==> config.mk <==
export PLATFORM = sky130hd
export DESIGN_NAME = div_seq_ctrl_flat
export DESIGN_NICKNAME = d
export VERILOG_FILES = /design/src/rtl/div_seq_ctrl_if.sv /design/src/rtl/div_seq_ctrl.sv /design/src/flat_wrapper.sv
export SDC_FILE = /design/constraint.sdc
export NUM_CORES = 1
export LEC_CHECK = 0
export BUFFER_PORTS_ARGS = -buffer_cell sky130_fd_sc_hd__buf_2
export CAP_MARGIN = 30
export CORE_ASPECT_RATIO = 0.7
export CORE_MARGIN = 2
export CORE_UTILIZATION = 40
export CTS_BUF_LIST = sky130_fd_sc_hd__clkbuf_4 sky130_fd_sc_hd__clkbuf_8
export DETAILED_ROUTE_END_ITERATION = 7
export PLACE_DENSITY = 0.55
export SYNTH_ARGS = -nofsm -noshare
export SYNTH_HDL_FRONTEND = slang
export SYNTH_SLANG_ARGS = --single-unit
==> constraint.sdc <==
create_clock -name clk -period 10.55 [get_ports clk]
set_input_delay 1.055 -clock clk [delete_from_list [all_inputs] [get_ports clk]]
set_output_delay 1.055 -clock clk [all_outputs]
set_load 0.005 [all_outputs]
==> src/rtl/div_seq_ctrl_if.sv <==
// Execute-stage <-> divide sequencer handshake: opcode, operands, flush, and the
// stall/valid/result/busy responses.
interface div_seq_ctrl_if #(
    parameter int XLEN = 32
);
    logic [2:0]      alu_d_ops_i;
    logic [XLEN-1:0] operand_1_i;
    logic [XLEN-1:0] operand_2_i;
    logic            pipe_kill_i;
    logic            div_stall_o;
    logic            div_valid_o;
    logic [XLEN-1:0] div_result_o;
    logic            div_busy_o;

    modport master (
        output alu_d_ops_i, operand_1_i, operand_2_i, pipe_kill_i,
        input  div_stall_o, div_valid_o, div_result_o, div_busy_o
    );

    modport slave (
        input  alu_d_ops_i, operand_1_i, operand_2_i, pipe_kill_i,
        output div_stall_o, div_valid_o, div_result_o, div_busy_o
    );
endinterface

==> src/rtl/div_seq_ctrl.sv <==
// Multi-cycle radix-2 restoring divide/remainder sequencer for the M extension,
// with a single-cycle path for divide-by-zero and signed overflow.
module div_seq_ctrl #(
    parameter int XLEN  = 32,
    parameter int CNT_W = 5
) (
    input logic           clk,
    input logic           rst_n,
    div_seq_ctrl_if.slave bus
);

    typedef enum logic [1:0] {
        S_IDLE = 2'd0,
        S_BUSY = 2'd1,
        S_DONE = 2'd2
    } state_e;

    function automatic logic [XLEN-1:0] neg2c(input logic [XLEN-1:0] x);
        return ~x + XLEN'(1);
    endfunction

    state_e          state_q, state_d;
    logic [CNT_W-1:0] cnt_q, cnt_d;
    logic [XLEN-1:0] dvd_q, dvd_d;
    logic [XLEN-1:0] dvs_q, dvs_d;
    logic [XLEN-1:0] rem_q, rem_d;
    logic [XLEN-1:0] res_q, res_d;
    logic            neg_quo_q, neg_quo_d;
    logic            neg_rem_q, neg_rem_d;
    logic            is_rem_q, is_rem_d;

    logic            req_s, is_signed_s, is_rem_s, sign1_s, sign2_s, div0_s, ovf_s;
    logic [XLEN-1:0] abs1_s, abs2_s;
    logic [XLEN:0]   partial_s, trial_s;
    logic            qbit_s;
    logic [XLEN-1:0] rem_nxt_s, quo_nxt_s, fix_q_s, fix_r_s;
    logic            stall_s, valid_s;

    // Opcode decode and operand conditioning; all four valid encodings have bit 2 set.
    always_comb begin
        req_s       = bus.alu_d_ops_i[2] & ~bus.pipe_kill_i;
        is_signed_s = ~bus.alu_d_ops_i[0];
        is_rem_s    = bus.alu_d_ops_i[1];
        sign1_s     = is_signed_s & bus.operand_1_i[XLEN-1];
        sign2_s     = is_signed_s & bus.operand_2_i[XLEN-1];
        abs1_s      = sign1_s ? neg2c(bus.operand_1_i) : bus.operand_1_i;
        abs2_s      = sign2_s ? neg2c(bus.operand_2_i) : bus.operand_2_i;
        div0_s      = (bus.operand_2_i == {XLEN{1'b0}});
        ovf_s       = is_signed_s
                    & (bus.operand_1_i == {1'b1, {(XLEN-1){1'b0}}})
                    & (bus.operand_2_i == {XLEN{1'b1}});
    end

    // One restoring step; the dividend register fills with quotient bits from the LSB.
    always_comb begin
        partial_s = {rem_q, dvd_q[XLEN-1]};
        trial_s   = partial_s - {1'b0, dvs_q};
        qbit_s    = ~trial_s[XLEN];
        rem_nxt_s = qbit_s ? trial_s[XLEN-1:0] : partial_s[XLEN-1:0];
        quo_nxt_s = {dvd_q[XLEN-2:0], qbit_s};
        fix_q_s   = neg_quo_q ? neg2c(quo_nxt_s) : quo_nxt_s;
        fix_r_s   = neg_rem_q ? neg2c(rem_nxt_s) : rem_nxt_s;
    end

    // Next-state and handshake outputs; kill overrides both iteration and completion.
    always_comb begin
        state_d   = state_q;
        cnt_d     = cnt_q;
        dvd_d     = dvd_q;
        dvs_d     = dvs_q;
        rem_d     = rem_q;
        res_d     = res_q;
        neg_quo_d = neg_quo_q;
        neg_rem_d = neg_rem_q;
        is_rem_d  = is_rem_q;
        stall_s   = 1'b0;
        valid_s   = 1'b0;
        case (state_q)
            S_IDLE: begin
                if (req_s) begin
                    stall_s   = 1'b1;
                    neg_quo_d = sign1_s ^ sign2_s;
                    neg_rem_d = sign1_s;
                    is_rem_d  = is_rem_s;
                    dvd_d     = abs1_s;
                    dvs_d     = abs2_s;
                    if (div0_s) begin
                        res_d   = is_rem_s ? bus.operand_1_i : {XLEN{1'b1}};
                        state_d = S_DONE;
                    end else if (ovf_s) begin
                        res_d   = is_rem_s ? {XLEN{1'b0}} : bus.operand_1_i;
                        state_d = S_DONE;
                    end else begin
                        cnt_d   = CNT_W'(XLEN - 1);
                        rem_d   = {XLEN{1'b0}};
                        state_d = S_BUSY;
                    end
                end else begin
                    state_d = S_IDLE;
                end
            end
            S_BUSY: begin
                stall_s = 1'b1;
                if (bus.pipe_kill_i) begin
                    state_d = S_IDLE;
                end else begin
                    dvd_d = quo_nxt_s;
                    rem_d = rem_nxt_s;
                    cnt_d = cnt_q - CNT_W'(1);
                    if (cnt_q == {CNT_W{1'b0}}) begin
                        res_d   = is_rem_q ? fix_r_s : fix_q_s;
                        state_d = S_DONE;
                    end else begin
                        state_d = S_BUSY;
                    end
                end
            end
            S_DONE: begin
                valid_s = ~bus.pipe_kill_i;
                state_d = S_IDLE;
            end
            default: begin
                state_d = S_IDLE;
            end
        endcase
    end

    // State and datapath registers.
    always_ff @(posedge clk or negedge rst_n) begin
        if (!rst_n) begin
            state_q   <= S_IDLE;
            cnt_q     <= {CNT_W{1'b0}};
            dvd_q     <= {XLEN{1'b0}};
            dvs_q     <= {XLEN{1'b0}};
            rem_q     <= {XLEN{1'b0}};
            res_q     <= {XLEN{1'b0}};
            neg_quo_q <= 1'b0;
            neg_rem_q <= 1'b0;
            is_rem_q  <= 1'b0;
        end else begin
            state_q   <= state_d;
            cnt_q     <= cnt_d;
            dvd_q     <= dvd_d;
            dvs_q     <= dvs_d;
            rem_q     <= rem_d;
            res_q     <= res_d;
            neg_quo_q <= neg_quo_d;
            neg_rem_q <= neg_rem_d;
            is_rem_q  <= is_rem_d;
        end
    end

    assign bus.div_stall_o  = stall_s;
    assign bus.div_valid_o  = valid_s;
    assign bus.div_result_o = res_q;
    assign bus.div_busy_o   = (state_q != S_IDLE);

endmodule

==> src/flat_wrapper.sv <==
// flat-port wrapper written by rule: the top's interface ports become plain ports
module div_seq_ctrl_flat 
#(
    parameter int XLEN  = 32,
    parameter int CNT_W = 5
)
  (clk, rst_n, bus_alu_d_ops_i, bus_operand_1_i, bus_operand_2_i, bus_pipe_kill_i, bus_div_stall_o, bus_div_valid_o, bus_div_result_o, bus_div_busy_o);
  div_seq_ctrl_if #(.XLEN(XLEN)) bus_i ();
  input logic clk;
  input logic rst_n;
  input wire logic [$bits(bus_i.alu_d_ops_i)-1:0] bus_alu_d_ops_i;
  input wire logic [$bits(bus_i.operand_1_i)-1:0] bus_operand_1_i;
  input wire logic [$bits(bus_i.operand_2_i)-1:0] bus_operand_2_i;
  input wire logic [$bits(bus_i.pipe_kill_i)-1:0] bus_pipe_kill_i;
  output wire logic [$bits(bus_i.div_stall_o)-1:0] bus_div_stall_o;
  output wire logic [$bits(bus_i.div_valid_o)-1:0] bus_div_valid_o;
  output wire logic [$bits(bus_i.div_result_o)-1:0] bus_div_result_o;
  output wire logic [$bits(bus_i.div_busy_o)-1:0] bus_div_busy_o;
  assign bus_i.alu_d_ops_i = bus_alu_d_ops_i;
  assign bus_i.operand_1_i = bus_operand_1_i;
  assign bus_i.operand_2_i = bus_operand_2_i;
  assign bus_i.pipe_kill_i = bus_pipe_kill_i;
  assign bus_div_stall_o = bus_i.div_stall_o;
  assign bus_div_valid_o = bus_i.div_valid_o;
  assign bus_div_result_o = bus_i.div_result_o;
  assign bus_div_busy_o = bus_i.div_busy_o;
  div_seq_ctrl #(.XLEN(XLEN), .CNT_W(CNT_W)) u_core (.clk(clk), .rst_n(rst_n), .bus(bus_i));
endmodule
==> flow_metrics.py <==
metrics = {
    "timing": {
        "period_needed_ns": 5.79,
        "final-hold-violation-count": 0,
        "finClkSkew_ns": 0.0118,
        "rsz0062_at_grt": "no",
        "relSlewSlack_pct": 27.6,
        "setup_viol": 0,
        "finalCritPeriodShare_pct": 54.9,
        "setup-tns-final_ns": 0,
        "max_slew.worst_pin.slew_ns": 1.08,
        "final_max_slew_viol_count": 0,
        "max_freq_mhz": 173,
    },
    "pwr": {
        "power_switching_mw": 2.02,
        "p_per_area_mw_per_mm2": 298,
        "power_frac_comb_pct": 66.1,
        "p_sw_share_pct": 52.0,
        "power_frac_clock_pct": 12.8,
        "p_leak_nw": 5.60,
        "ir_drop_mv": 0.208,
        "internal-power_mw": 1.87,
        "power.share.sequential_pct": 21.1,
    },
    "routing": {
        "post-route-drc-count": 0,
        "final_antenna_net_count": 0,
        "route.vias.total": 11567,
        "drtIter0Drc": 1106,
        "dr.pass1.iters": 5,
        "wirelength_um": 39100,
        "post_drt_wl_per_cell_um": 19.7,
        "avgViaCountPerCell": 5.82,
    },
    "global_routing": {
        "antenna_found_initial": 0,
        "grt_start_max_net_pins": 85,
        "grt_overflow": 0,
        "grt_pass1_wl_um": 62200,
        "grt_usage_pct": 25.8,
        "grt_pass1_vias": 11006,
    },
    "placed_design": {
        "io_buffers": 104,
        "hpwl_um": 29600,
        "place_congestion": 0.864,
        "dp.cells": 1955,
    },
    "critical_path": {
        "crit_path_cell_trace": "inv_1, ha_1, fa_1, nor2b_1, o31a_1, o21ai_1, a211oi_1, nor4_2, nor2_4, clkinv_2, a21oi_1, ha_1, nand2_1, a21oi_1, nor4bb_1, nand4_1, nor2_1, a21oi_1, o31ai_1, o21ai_1, xor2_1, o21ai_1",
        "critPathSlowestCell": "dfrtp_1",
        "path_max_fanout": 35,
        "critPathRequiredTime_ns": 10.98,
        "max_stage_delay_ns": 0.47,
        "cp.arrival_ns": 6.22,
        "crit_type": "flip-flop to flip-flop",
        "crit_buf_inv": 2,
        "end_kind": "flip-flop",
        "cp_top_family": "compound AO/OA/AOI/OAI gates",
        "startpoint_type": "flip-flop",
    },
    "floorplan": {
        "die_h_um": 148,
        "die_area_mm2": 0.0309,
        "io_pins": 105,
        "rows": 52,
        "initial_core_util_pct": 40.8,
        "die_w_um": 209,
        "core-area_mm2": 0.0290,
    },
    "final_layout": {
        "n_antenna_cell": 0,
        "instances_no_fill": 1987,
        "drive_gt1_share_pct": 12.5,
        "synthToLayoutAreaGrowth_pct": 10.5,
        "postLayoutCoreUtil_pct": 45.0,
        "layout.nets": 1705,
    },
    "logic_synthesis": {
        "synth.distinct_cells": 94,
        "synthSimpleGateAreaFrac_pct": 21.4,
        "ys_async_sr_fraction_pct": 100,
        "syn-cell-area_mm2": 0.0118,
        "muxShareOfSynthArea_pct": 3.04,
        "synth_top_family_by_area": "compound AO/OA/AOI/OAI gates",
        "netlist_instances": 1539,
        "synth_flop_cell": "dfrtp_1",
        "synth_edf_count": 0,
        "avgSynthCellArea_um2": 7.67,
        "synth-compound-area-share_pct": 26.4,
        "yosysWarnings": 0,
        "synth_xor_area_share_pct": 10.2,
        "synth_seq_cells": 138,
        "synth_fa_ha_area_share_pct": 4.20,
        "ys_seq_area_share_pct": 29.2,
        "synth_nets": 1648,
    },
    "clock_network": {
        "clk_pin_slew_ns": 0.09,
        "cts_buffers": 17,
        "cts_max_level": 4,
        "cts-root-buf": "clkbuf_8",
        "cts_buffer_depth": 2,
        "cts_setup_buffers": 0,
        "cts_num_sinks": 138,
        "holdBufCountCts": 0,
        "cts_resized": 0,
        "clock_latency_ns": 0.50,
        "cts_tree": "yes",
    },
    "run": {
        "cap_violations": 0,
    },
    "status": {
        "status": "finished, final reports clean",
    },
    "min_path": {
        "hp-class": "flip-flop to flip-flop",
    },
}
registers in the layout (all words and copies together), names as in the netlist:
name,count
u_core.bus.div_result_o,32
u_core.cnt_q,5
u_core.dvd_q,32
u_core.dvs_q,32
u_core.is_rem_q,1
u_core.neg_quo_q,1
u_core.neg_rem_q,1
u_core.rem_q,32
u_core.state_q,2
per-stage QoR:
step           worst slack, ns  instance area, um2  hold slack (ns)  power, mW
2_1_floorplan             5.41               11800            0.450       2.73
3_3_place_gp              5.05               12500            0.462       3.36
3_5_place_dp              4.86               12600            0.471       3.36
4_1_cts                   4.83               13000            0.490       3.87
5_1_grt                   4.26               13000            0.503       4.23
6_report                  4.76               13000            0.485       3.89
final timing paths:
kind	startpoint	end	depth (start not counted)	slack (ns)
worst max-delay path	u_core.dvd_q[31]	u_core.bus.div_result_o[28]	22	4.76
worst min-delay path	u_core.bus.div_result_o[10]	u_core.bus.div_result_o[10]	2	0.48
worst max register to register	u_core.dvd_q[31]	u_core.bus.div_result_o[28]	22	4.76
worst min register to register	u_core.bus.div_result_o[10]	u_core.bus.div_result_o[10]	2	0.48
max in group asynchronous	rst_n	u_core.rem_q[20]	2	8.58
min in group asynchronous	rst_n	u_core.dvs_q[1]	1	0.60
cells by family after synthesis:
| family | after synthesis |
|---|---|
| xor gates and xnor gates | 137 |
| buffers and inverters | 146 |
| AOI/OAI and AO/OA | 511 |
| and+or+nand+nor | 534 |
| adders and majority gates | 39 |
| muxes | 34 |
| DFF | 138 |
area by class of cell:
| type | count | area [um2] |
|---|---|---|
| sequential | 138 | 3450 |
| tap | 378 | 473 |
| clock buffer | 19 | 255 |
| inverter | 60 | 226 |
| fill | 2909 | 15900 |
| timing repair buffer | 124 | 714 |
| clock inverter | 13 | 175 |
| multi-input combinational | 1255 | 7740 |
Yosys cell counts, drive strengths merged (10+ instances only):
master,instances,share of area [%]
nand2,203,6.5
o21ai,198,8.4
dfrtp,138,29
nor2,134,4.3
a21oi,125,5.3
xnor2,75,5.6
clkbuf,70,2.6
xor2,62,4.6
inv,57,1.8
ha,38,4.0
nor3,33,1.4
mux2i,29,2.6
o31ai,29,2.0
a31oi,27,1.5
o211ai,25,1.6
nand3,23,0.97
or3,21,1.2
nor4,20,1.2
a21o,17,1.1
nand2b,17,0.90
nand4,17,0.90
buf,16,0.97
a211oi,15,0.95
and3,12,0.69
and2,11,0.64
o21a,10,0.64
layout by cell type, fill, tap and decap left out, types with 4 or more instances in the layout:
master     Yosys  final
a21oi_1      125    124
a31oi_1       26     26
xnor2_1       74     74
mux2i_1       28     28
o21ai_0      191    191
a21boi_0       5      5
or4_1          9      9
clkbuf_8       4     18
dfrtp_1      138    138
buf_4          2     17
clkinv_2       1      7
o41ai_1        9      9
inv_1         57     57
or2_2          6      6
nand2b_1      17     17
xor2_1        62     62
or3_1         19     19
o221ai_1       6      6
buf_2          2    104
mux2_2         4      4
o21ai_1        7      7
a211oi_1      15     15
nor3_1        33     33
nand2_1      202    202
nor3b_1        7      7
and2_1         7      7
a21o_1        17     17
o211ai_1      25     25
bufinv_16      0      4
nor2_1       133    130
and3_1        10     10
nand3_1       23     22
o31ai_1       28     28
nor4_1        18     18
ha_1          38     38
nor2b_1        9      8
nand4_1       17     17
o21a_1        10     10
per-layer routing:
| metal | part of all wire (%) | global-route usage [%] |
|---|---|---|
| met4 | 1.2 | 5.18 |
| met1 | 51 | 39.0 |
| met2 | 42 | 37.8 |
| met3 | 6.6 | 5.23 |
| met5 | 0 | 0 |
tightest hold or removal path, stage by stage, from the launching register on:
cell and delay, ns:
dfrtp_1 0.35, nand2_1 0.05, nand3_1 0.06
power by group through the flow:
stage | combinational, mW | sequential, mW | clock, mW
floorplan | 1.97 | 0.759 | 0
global placement | 2.54 | 0.821 | 0
detailed placement | 2.54 | 0.823 | 0
CTS | 2.55 | 0.815 | 0.507
global route | 2.86 | 0.838 | 0.532
finish | 2.57 | 0.819 | 0.499
Note: power is estimated with default switching activity, not from simulation.
